<file path="src/rtl/contador_pkg.sv">
// Shared types and the +/-1 step helper for the programmable counter.
package contador_pkg;

  typedef enum logic [1:0] {IDLE, CONTANDO, FIN} estado_t;

  // Widest counter the step helper supports; callers cast in and out.
  localparam int MAX_W = 32;

  function automatic logic [MAX_W-1:0] siguiente_cuenta(input logic [MAX_W-1:0] valor,
                                                        input logic             subir);
    return subir ? valor + MAX_W'(1) : valor - MAX_W'(1);
  endfunction

endpackage

</file>
<file path="src/rtl/contador_programable_if.sv">
// Command/status bundle of the programmable counter: master drives commands, slave is the counter.
interface contador_programable_if #(parameter int N = 4);

  logic [N-1:0] carga;
  logic         cargar;
  logic         iniciar;
  logic         detener;
  logic         habilitar;
  logic         modo_subir;
  logic         modo_ciclo;
  logic [N-1:0] cuenta;
  logic         fin;
  logic         ocupado;
  logic         terminado;

  modport master (
    output carga, cargar, iniciar, detener, habilitar, modo_subir, modo_ciclo,
    input  cuenta, fin, ocupado, terminado
  );

  modport slave (
    input  carga, cargar, iniciar, detener, habilitar, modo_subir, modo_ciclo,
    output cuenta, fin, ocupado, terminado
  );

endinterface

</file>
<file path="src/rtl/divisor_tick.sv">
// Prescaler: emits a one-cycle tick every PRESC enabled cycles; freezes while habilitar is low.
module divisor_tick #(
  parameter int PRESC = 1
) (
  input  logic clock,
  input  logic reset,
  input  logic clear,
  input  logic habilitar,
  output logic tick
);

  localparam int W = (PRESC > 1) ? $clog2(PRESC) : 1;

  logic [W-1:0] cnt;

  assign tick = habilitar && (cnt == W'(PRESC - 1));

  always_ff @(posedge clock or negedge reset) begin
    if (!reset) begin
      cnt <= '0;
    end else if (clear) begin
      cnt <= '0;
    end else if (habilitar) begin
      if (tick) cnt <= '0;
      else      cnt <= cnt + W'(1);
    end
  end

endmodule

</file>
<file path="src/rtl/contador_programable.sv">
// Programmable up/down counter with single-shot or cyclic mode, prescaled step and terminal pulse.
module contador_programable
  import contador_pkg::*;
#(
  parameter int N     = 4,
  parameter int PRESC = 1
) (
  input logic                   clock,
  input logic                   reset,
  contador_programable_if.slave bus
);

  estado_t      estado, estado_n;
  logic [N-1:0] cuenta, cuenta_n;
  logic [N-1:0] limite, limite_n;
  logic         subir, subir_n;
  logic         ciclo, ciclo_n;
  logic         fin, fin_n;
  logic         clear;
  logic         tick;

  logic [N-1:0] inicio, terminal, paso;
  logic [N-1:0] inicio_nuevo, terminal_nuevo;

  // Start/terminal from the latched configuration and from the live inputs (for iniciar).
  assign inicio         = subir ? '0 : limite;
  assign terminal       = subir ? limite : '0;
  assign inicio_nuevo   = bus.modo_subir ? '0 : bus.carga;
  assign terminal_nuevo = bus.modo_subir ? bus.carga : '0;
  assign paso           = N'(siguiente_cuenta(MAX_W'(cuenta), subir));

  divisor_tick #(.PRESC(PRESC)) u_divisor (
    .clock     (clock),
    .reset     (reset),
    .clear     (clear),
    .habilitar (bus.habilitar && (estado == CONTANDO)),
    .tick      (tick)
  );

  always_ff @(posedge clock or negedge reset) begin
    if (!reset) begin
      estado <= IDLE;
      cuenta <= '0;
      limite <= '0;
      subir  <= 1'b0;
      ciclo  <= 1'b0;
      fin    <= 1'b0;
    end else begin
      estado <= estado_n;
      cuenta <= cuenta_n;
      limite <= limite_n;
      subir  <= subir_n;
      ciclo  <= ciclo_n;
      fin    <= fin_n;
    end
  end

  always_comb begin
    estado_n = estado;
    cuenta_n = cuenta;
    limite_n = limite;
    subir_n  = subir;
    ciclo_n  = ciclo;
    fin_n    = 1'b0;
    clear    = 1'b0;
    if (bus.detener) begin
      estado_n = IDLE;
      clear    = 1'b1;
    end else if (bus.iniciar) begin
      limite_n = bus.carga;
      subir_n  = bus.modo_subir;
      ciclo_n  = bus.modo_ciclo;
      cuenta_n = inicio_nuevo;
      clear    = 1'b1;
      if (inicio_nuevo == terminal_nuevo) begin
        fin_n    = 1'b1;
        estado_n = bus.modo_ciclo ? CONTANDO : FIN;
      end else begin
        estado_n = CONTANDO;
      end
    end else if (bus.cargar && (estado != CONTANDO)) begin
      cuenta_n = bus.carga;
      estado_n = IDLE;
    end else if ((estado == CONTANDO) && tick) begin
      if (cuenta != terminal) begin
        cuenta_n = paso;
        if (paso == terminal) begin
          fin_n = 1'b1;
          if (!ciclo) estado_n = FIN;
        end
      end else begin
        // Only reachable in cyclic mode: reload, and re-pulse when start already is terminal.
        cuenta_n = inicio;
        fin_n    = (inicio == terminal);
      end
    end
  end

  assign bus.cuenta    = cuenta;
  assign bus.fin       = fin;
  assign bus.ocupado   = (estado == CONTANDO);
  assign bus.terminado = (estado == FIN);

endmodule

</file>
<file path="src/flat_wrapper.sv">
// flat-port wrapper written by rule: the top's interface ports become plain ports
module contador_programable_flat import contador_pkg::*;
#(
  parameter int N     = 4,
  parameter int PRESC = 1
)
  (clock, reset, bus_carga, bus_cargar, bus_iniciar, bus_detener, bus_habilitar, bus_modo_subir, bus_modo_ciclo, bus_cuenta, bus_fin, bus_ocupado, bus_terminado);
  contador_programable_if #(.N(N)) bus_i ();
  input logic clock;
  input logic reset;
  input wire logic [$bits(bus_i.carga)-1:0] bus_carga;
  input wire logic [$bits(bus_i.cargar)-1:0] bus_cargar;
  input wire logic [$bits(bus_i.iniciar)-1:0] bus_iniciar;
  input wire logic [$bits(bus_i.detener)-1:0] bus_detener;
  input wire logic [$bits(bus_i.habilitar)-1:0] bus_habilitar;
  input wire logic [$bits(bus_i.modo_subir)-1:0] bus_modo_subir;
  input wire logic [$bits(bus_i.modo_ciclo)-1:0] bus_modo_ciclo;
  output wire logic [$bits(bus_i.cuenta)-1:0] bus_cuenta;
  output wire logic [$bits(bus_i.fin)-1:0] bus_fin;
  output wire logic [$bits(bus_i.ocupado)-1:0] bus_ocupado;
  output wire logic [$bits(bus_i.terminado)-1:0] bus_terminado;
  assign bus_i.carga = bus_carga;
  assign bus_i.cargar = bus_cargar;
  assign bus_i.iniciar = bus_iniciar;
  assign bus_i.detener = bus_detener;
  assign bus_i.habilitar = bus_habilitar;
  assign bus_i.modo_subir = bus_modo_subir;
  assign bus_i.modo_ciclo = bus_modo_ciclo;
  assign bus_cuenta = bus_i.cuenta;
  assign bus_fin = bus_i.fin;
  assign bus_ocupado = bus_i.ocupado;
  assign bus_terminado = bus_i.terminado;
  contador_programable #(.N(N), .PRESC(PRESC)) u_core (.clock(clock), .reset(reset), .bus(bus_i));
endmodule
</file>
<file path="config.mk">
export PLATFORM = sky130hd
export DESIGN_NAME = contador_programable_flat
export DESIGN_NICKNAME = d
export VERILOG_FILES = /design/src/rtl/contador_pkg.sv /design/src/rtl/contador_programable_if.sv /design/src/rtl/divisor_tick.sv /design/src/rtl/contador_programable.sv /design/src/flat_wrapper.sv
export SDC_FILE = /design/constraint.sdc
export NUM_CORES = 1
export LEC_CHECK = 0
export ABC_AREA = 1
export CORE_ASPECT_RATIO = 0.75
export CORE_MARGIN = 4
export CORE_UTILIZATION = 40
export CTS_BUF_LIST = sky130_fd_sc_hd__clkbuf_16
export DETAILED_ROUTE_END_ITERATION = 12
export SETUP_SLACK_MARGIN = 0.05
export SYNTH_ARGS = -nofsm -noshare
export SYNTH_HDL_FRONTEND = slang
export SYNTH_SLANG_ARGS = --single-unit
</file>
<file path="constraint.sdc">
create_clock -name clock -period 2 [get_ports clock]
set_input_delay 0.2 -clock clock [delete_from_list [all_inputs] [get_ports clock]]
set_output_delay 0.2 -clock clock [all_outputs]
set_load 0.005 [all_outputs]
</file>
==> Word level (Yosys, flattened, before mapping) <==
Cells that the tools add are included.
{ "word_totals": {"inputBits": 12, "elab_cells": 62, "register_bits": 14, "out_inout_bits": 7} }
{ "op_classes": {"eq_ne": 8, "bitwise": 2, "n_mux": 30, "n_reduce_logical": 12, "add_sub_neg": 3} }
{ "ops": {"columns": ["cell", "count"], "rows": [
  ["4-bit two-way mux", 9],
  ["2-bit two-way mux", 9],
  ["4-bit equality test", 3],
  ["1-bit two-way mux", 12],
  ["4-bit nonzero test", 3],
  ["4-bit by 1-bit adder with 4-bit output (second input constant)", 1],
  ["1-bit logical AND", 4],
  ["4-bit inequality test", 1],
  ["4-bit inequality test (second input constant)", 1],
  ["2-bit AND reduction", 2],
  ["4-bit AND reduction", 1],
  ["4-bit by 1-bit subtractor with 4-bit output (second input constant)", 1],
  ["3-bit nonzero test", 1],
  ["2-bit by 1-bit equality test with 1-bit output (second input constant)", 1],
  ["2-bit equality test (second input constant)", 1],
  ["2-bit by 1-bit inequality test with 1-bit output (second input constant)", 1],
  ["1-bit NOT", 2],
  ["2-bit nonzero test", 1],
  ["1-bit adder (second input constant)", 1]
]} }

==> Depth between registers and ports, before layout <==
{ "depth": {"word_depth": 9, "mapped_depth": 12, "mapped_depth_nobuf": 12} }

==> Hierarchy <==
From an unflattened synthesis, not the netlist that was laid out.
{ "unflattened": {"cells_unflattened": 175, "area_unflattened_um2": 1148.6} }
{ "modules_own_cells": {"columns": ["module", "seq_area_each_um2", "cells_each", "area_each_um2", "n_inst"], "rows": [
  ["contador_programable", 325.3, 169, 1104.8, 1],
  ["divisor_tick", 25.0, 6, 43.8, 1]
]} }

==> Worst setup path before layout <==
No wires, ideal clock.
{ "synth_path": {"kind": "register to register", "from": "register u_core.cuenta[0] (netlist: u_core.bus.cuenta[0])", "to": "register u_core.estado[1]", "period_less_slack_ns": 1.796, "required_ns": 1.883, "stages_incl_launch_ff": 12, "arrival_ns": 1.679, "setup_ns": 0.117, "path_slack_ns": 0.204, "path_cell_list": "dfrtp_1 -> inv_1 -> fa_1 -> inv_1 -> nand2_1 -> nand2_1 -> nor2_1 -> nand2_1 -> a21oi_1 -> nand3_1 -> nand3_1 -> nand2_1"} }
{ "synth_via": {"elab_chain_cells": 5} }
{ "synth_rtl": {"columns": ["element", "line", "source"], "rows": [
  ["from (decl)", "contador_programable.sv:14", "logic [N-1:0] cuenta, cuenta_n;"],
  ["from (signal assigned)", "contador_programable.sv:50", "cuenta <= cuenta_n;"],
  ["4-bit by 1-bit subtractor with 4-bit output or 4-bit by 1-bit adder with 4-bit output (tied branches)", "contador_pkg.sv:11", "return subir ? valor + MAX_W'(1) : valor - MAX_W'(1);"],
  ["4-bit two-way mux", "contador_pkg.sv:11", null],
  ["4-bit equality test", "contador_programable.sv:87", "if (paso == terminal) begin"],
  ["4-bit nonzero test (no line)", null, null],
  ["4-bit AND reduction (no line) *", null, null],
  ["to (signal assigned)", "contador_programable.sv:49", "estado <= estado_n;"],
  ["to (decl)", "contador_programable.sv:13", "estado_t estado, estado_n;"]
]} }
Every way passes the cells marked *; elsewhere a longest branch is shown, timed or not.
A chain may end at the register's enable or synchronous reset.

==> Worst setup path after layout <==
{ "layout_path": {"from": "register u_core.subir", "to": "register u_core.cuenta[2] (netlist: u_core.bus.cuenta[2])"} }
{ "layout_via": {"elab_chain_cells": 6} }
{ "layout_rtl": {"columns": ["element", "line", "source"], "rows": [
  ["from (decl)", "contador_programable.sv:16", "logic subir, subir_n;"],
  ["from (signal assigned)", "contador_programable.sv:52", "subir <= subir_n;"],
  ["4-bit two-way mux", "contador_programable.sv:27", "assign terminal = subir ? limite : '0;"],
  ["4-bit inequality test", "contador_programable.sv:85", "if (cuenta != terminal) begin"],
  ["4-bit two-way mux *", "contador_programable.sv:85", null],
  ["4-bit two-way mux *", "contador_programable.sv:84", "end else if ((estado == CONTANDO) && tick) begin"],
  ["4-bit two-way mux *", "contador_programable.sv:81", "end else if (bus.cargar && (estado != CONTANDO)) begin"],
  ["4-bit two-way mux *", "contador_programable.sv:69", "end else if (bus.iniciar) begin"]
]} }
Every way passes the cells marked *; elsewhere a longest branch is shown, timed or not. The select of a mux whose other input is x is not followed.

==> flow_summary_export.csv <==
group,metric,value,unit
route,drtIter0Drc,51,
sta,grt_setup_unrepaired,"true",
sta,slew_violations,0,
cts,clkTransAtPathRegs,0.05,ns
setup_path,critPathKind,"reg2reg",
setup_path,crit_top_cell,"nand2_1",
sta,min_period,1.82,ns
sta,fin_hold_ws,0.384,ns
floorplan,die-area,3920,um2
setup_path,reg2reg_from,"u_core.subir",
route,first_pass_iters,4,
power_and_ir_drop,p_per_area,892,nW/um2
grt,first_global_vias,1101,
yosys,synth_ff_type,"dfrtp_1",
route,ant_nets,0,
grt,grt_first_pass_wirelength,5420,um
setup_path,r2r_end,"u_core.bus.cuenta[2]",
setup_path,startpoint_type,"flop",
yosys,yosysUniqueCellTypes,23,
sta,fin_ws,0.175,ns
setup_path,endpoint_kind,"flop",
yosys,synth_warnings,0,
route,wl,3380,um
route,vias,1268,
yosys,synth_edf_count,0,
yosys,yosysMostFrequentCell,"nand2_1",
placed_design,gp_congestion,0.833,
cells_and_area,utilization,57.0,%
sta,slew_headroom,52.5,%
floorplan,rows,16,
cts,ctsHoldBuffers,0,
yosys,ys_ff_latch,14,
sta,finalCritPeriodShare,91.2,%
grt,antenna_found_initial,0,
floorplan,die_w,70.9,um
yosys,ys_async_sr_fraction,100,%
setup_path,slowest_delay,0.40,ns
flow_run,cap_violations,0,
run_status,status,"finished, final reports clean",
grt,grt.total_usage,17.5,%
yosys,synth_cells,190,
power_and_ir_drop,leakagePower,0.818,nW
yosys,synth_top_area_share,29.5,%
yosys,synth.top_cells.by_area,"dfrtp_1 29%, nand2_1 21%, inv_1 9.8%",
grt,grt_max_degree,15,
cts,htree_levels,1,
placed_design,dp_hpwl,2600,um
setup_path,reg2reg_slack,0.18,ns
setup_path,crit_fanout,14,
placed_design,port_buffers,18,
route,viasPerCell,5.01,
setup_path,slowest_stage,"dfrtp_1",
cts,clock_tree.root_cell,"clkbuf_16",
route,routedWlPerCell,13.4,um
cts,numCtsBuffers,3,
sta,hold_violations,0,
floorplan,pin_count,19,
setup_path,worstPathArrival,1.95,ns
setup_path,required,2.13,ns
yosys,synth_area_per_cell,6.26,um2
min_path,hold_path_class,"in2async",
sta,max_slew.worst_pin.slew,0.710,ns
floorplan,die_h,55.2,um
setup_path,r2r_cells,12,
yosys,yosysTopAreaCell,"dfrtp_1",
setup_path,critPathBufInv,3,
sta,setup-violations-final,0,
yosys,yosys-top-cells-count,"65 x nand2_1, 31 x inv_1, 21 x nand3_1",
floorplan,start_util,43.7,%
cells_and_area,nFillCells,268,
cts,cts_sinks,14,
setup_path,crit_path_cell_trace,"buf_4 > buf_4 > nand2_1 > inv_1 > nand2_1 > nand2_1 > nor2_1 > nand2_1 > nand2_1 > nand3_1 > nand2_1 > a21oi_2",
sta,fmax,0.548,GHz
cts,clk_latency,0.24,ns
cts,tritoncts,"done",
cells_and_area,area_growth,30.5,%
cts,cts_buffer_depth,2,
cells_and_area,drive_above_1_share,14.7,%
cells_and_area,antenna_cells,0,
yosys,syn_area,1190,um2
setup_path,critPathTopFamily,"simple AND/OR/NAND/NOR gates",
sta,final.setup_skew,0.000795,ns
sta,finalSetupTns,0,ns
power_and_ir_drop,ir_drop,0.511,mV
yosys,yosysSeqAreaShare,29.5,%
cells_and_area,nNetsFinal,233,
grt,grt_overflow,0,
yosys,syn_nets,205,
route,drc,0,
floorplan,core_area,2720,um2
placed_design,place_ws,0.130,ns
==> final cells by class <==
| cell class | instances | area, um2 | area share, % |
|---|---|---|---|
| clock inverter | 1 | 3.75 | 0.242 |
| timing repair buffer | 26 | 240 | 15.5 |
| sequential | 14 | 350 | 22.6 |
| multi-input combinational | 142 | 721 | 46.5 |
| inverter | 31 | 116 | 7.50 |
| clock buffer | 3 | 75.1 | 4.84 |
| tap | 36 | 45.0 | 2.90 |
==> metal layers <==
metal | up-vias | GRT usage (%) | wire length (um)
met5 | - | 0 | 0
met4 | 0 | 3.22 | 29
met3 | 6 | 3.99 | 251
met2 | 42 | 26.4 | 1490
met1 | 568 | 25.7 | 1610
li1 | 652 | - | -
==> cell families after synthesis <==
| group | count (synthesis) | share of synthesized area (%) |
|---|---|---|
| DFF | 14 | 29.5 |
| and+or+nand+nor | 114 | 41.9 |
| buffers and inverters | 34 | 11.7 |
| xor gates and xnor gates | 1 | 0.737 |
| adders and majority gates | 3 | 3.79 |
| AOI/OAI and AO/OA | 24 | 12.4 |
==> stage by stage <==
| stage | area [um2] | instances | power, mW |
|---|---|---|---|
| 4_1_cts | 1520 | 251 | 1.34 |
| 2_1_floorplan | 1190 | 190 | 0.745 |
| 3_5_place_dp | 1440 | 247 | 0.943 |
| 5_1_grt | 1550 | 253 | 1.49 |
| 6_report | 1550 | 253 | 1.38 |
| 3_3_place_gp | 1440 | 247 | 0.932 |
==> sequential cells by signal, summed over array words and instances, names as in the netlist <==
signal,flops
u_core.estado,2
u_core.u_divisor.cnt,1
u_core.limite,4
u_core.bus.cuenta,4
u_core.subir,1
u_core.bus.fin,1
u_core.ciclo,1
==> repair_timing <==
item,4_1_cts,5_1_grt
buffers inserted,0,2
setup endpoints to repair,0,2
gates resized for setup,0,9
==> worst register-to-register path: cells and delay by family (launching register included) <==
family | cells | cell delay [ns]
simple gates | 8 | 0.82
buf+inv | 3 | 0.43
compound gates | 1 | 0.05
flops | 1 | 0.40
==> power by group <==
| group | leakage (nW) | internal [mW] | switching (mW) |
|---|---|---|---|
| registers | 0.174 | 0.320 | 0.0423 |
| clock network | 0.0385 | 0.265 | 0.119 |
| logic | 0.606 | 0.264 | 0.374 |
==> worst max path at each step <==
stage	start	end	slack [ns]	cells after the start
after floorplan	u_core.bus.cuenta[0]	u_core.estado[1]	0.20	11
after CTS	u_core.bus.cuenta[0]	u_core.estado[1]	0.1	11
after global routing	u_core.bus.cuenta[1]	u_core.estado[0]	0.05	11
after detailed placement	u_core.bus.cuenta[0]	u_core.estado[1]	0.13	11
final	u_core.subir	u_core.bus.cuenta[2]	0.18	12
after global placement	u_core.bus.cuenta[0]	u_core.estado[1]	0.12	11
==> cell usage in the layout, fill, tap and decap left out, types with 5 or more instances in the layout <==
master	n
nor2_1	18
buf_4	8
o21ai_0	11
a21oi_1	5
dfrtp_1	14
clkdlybuf4s50_1	18
nand3_1	19
inv_1	28
a21oi_2	5
nand3_2	5
nand2_1	64
Power figures use the tool's default switching activity.
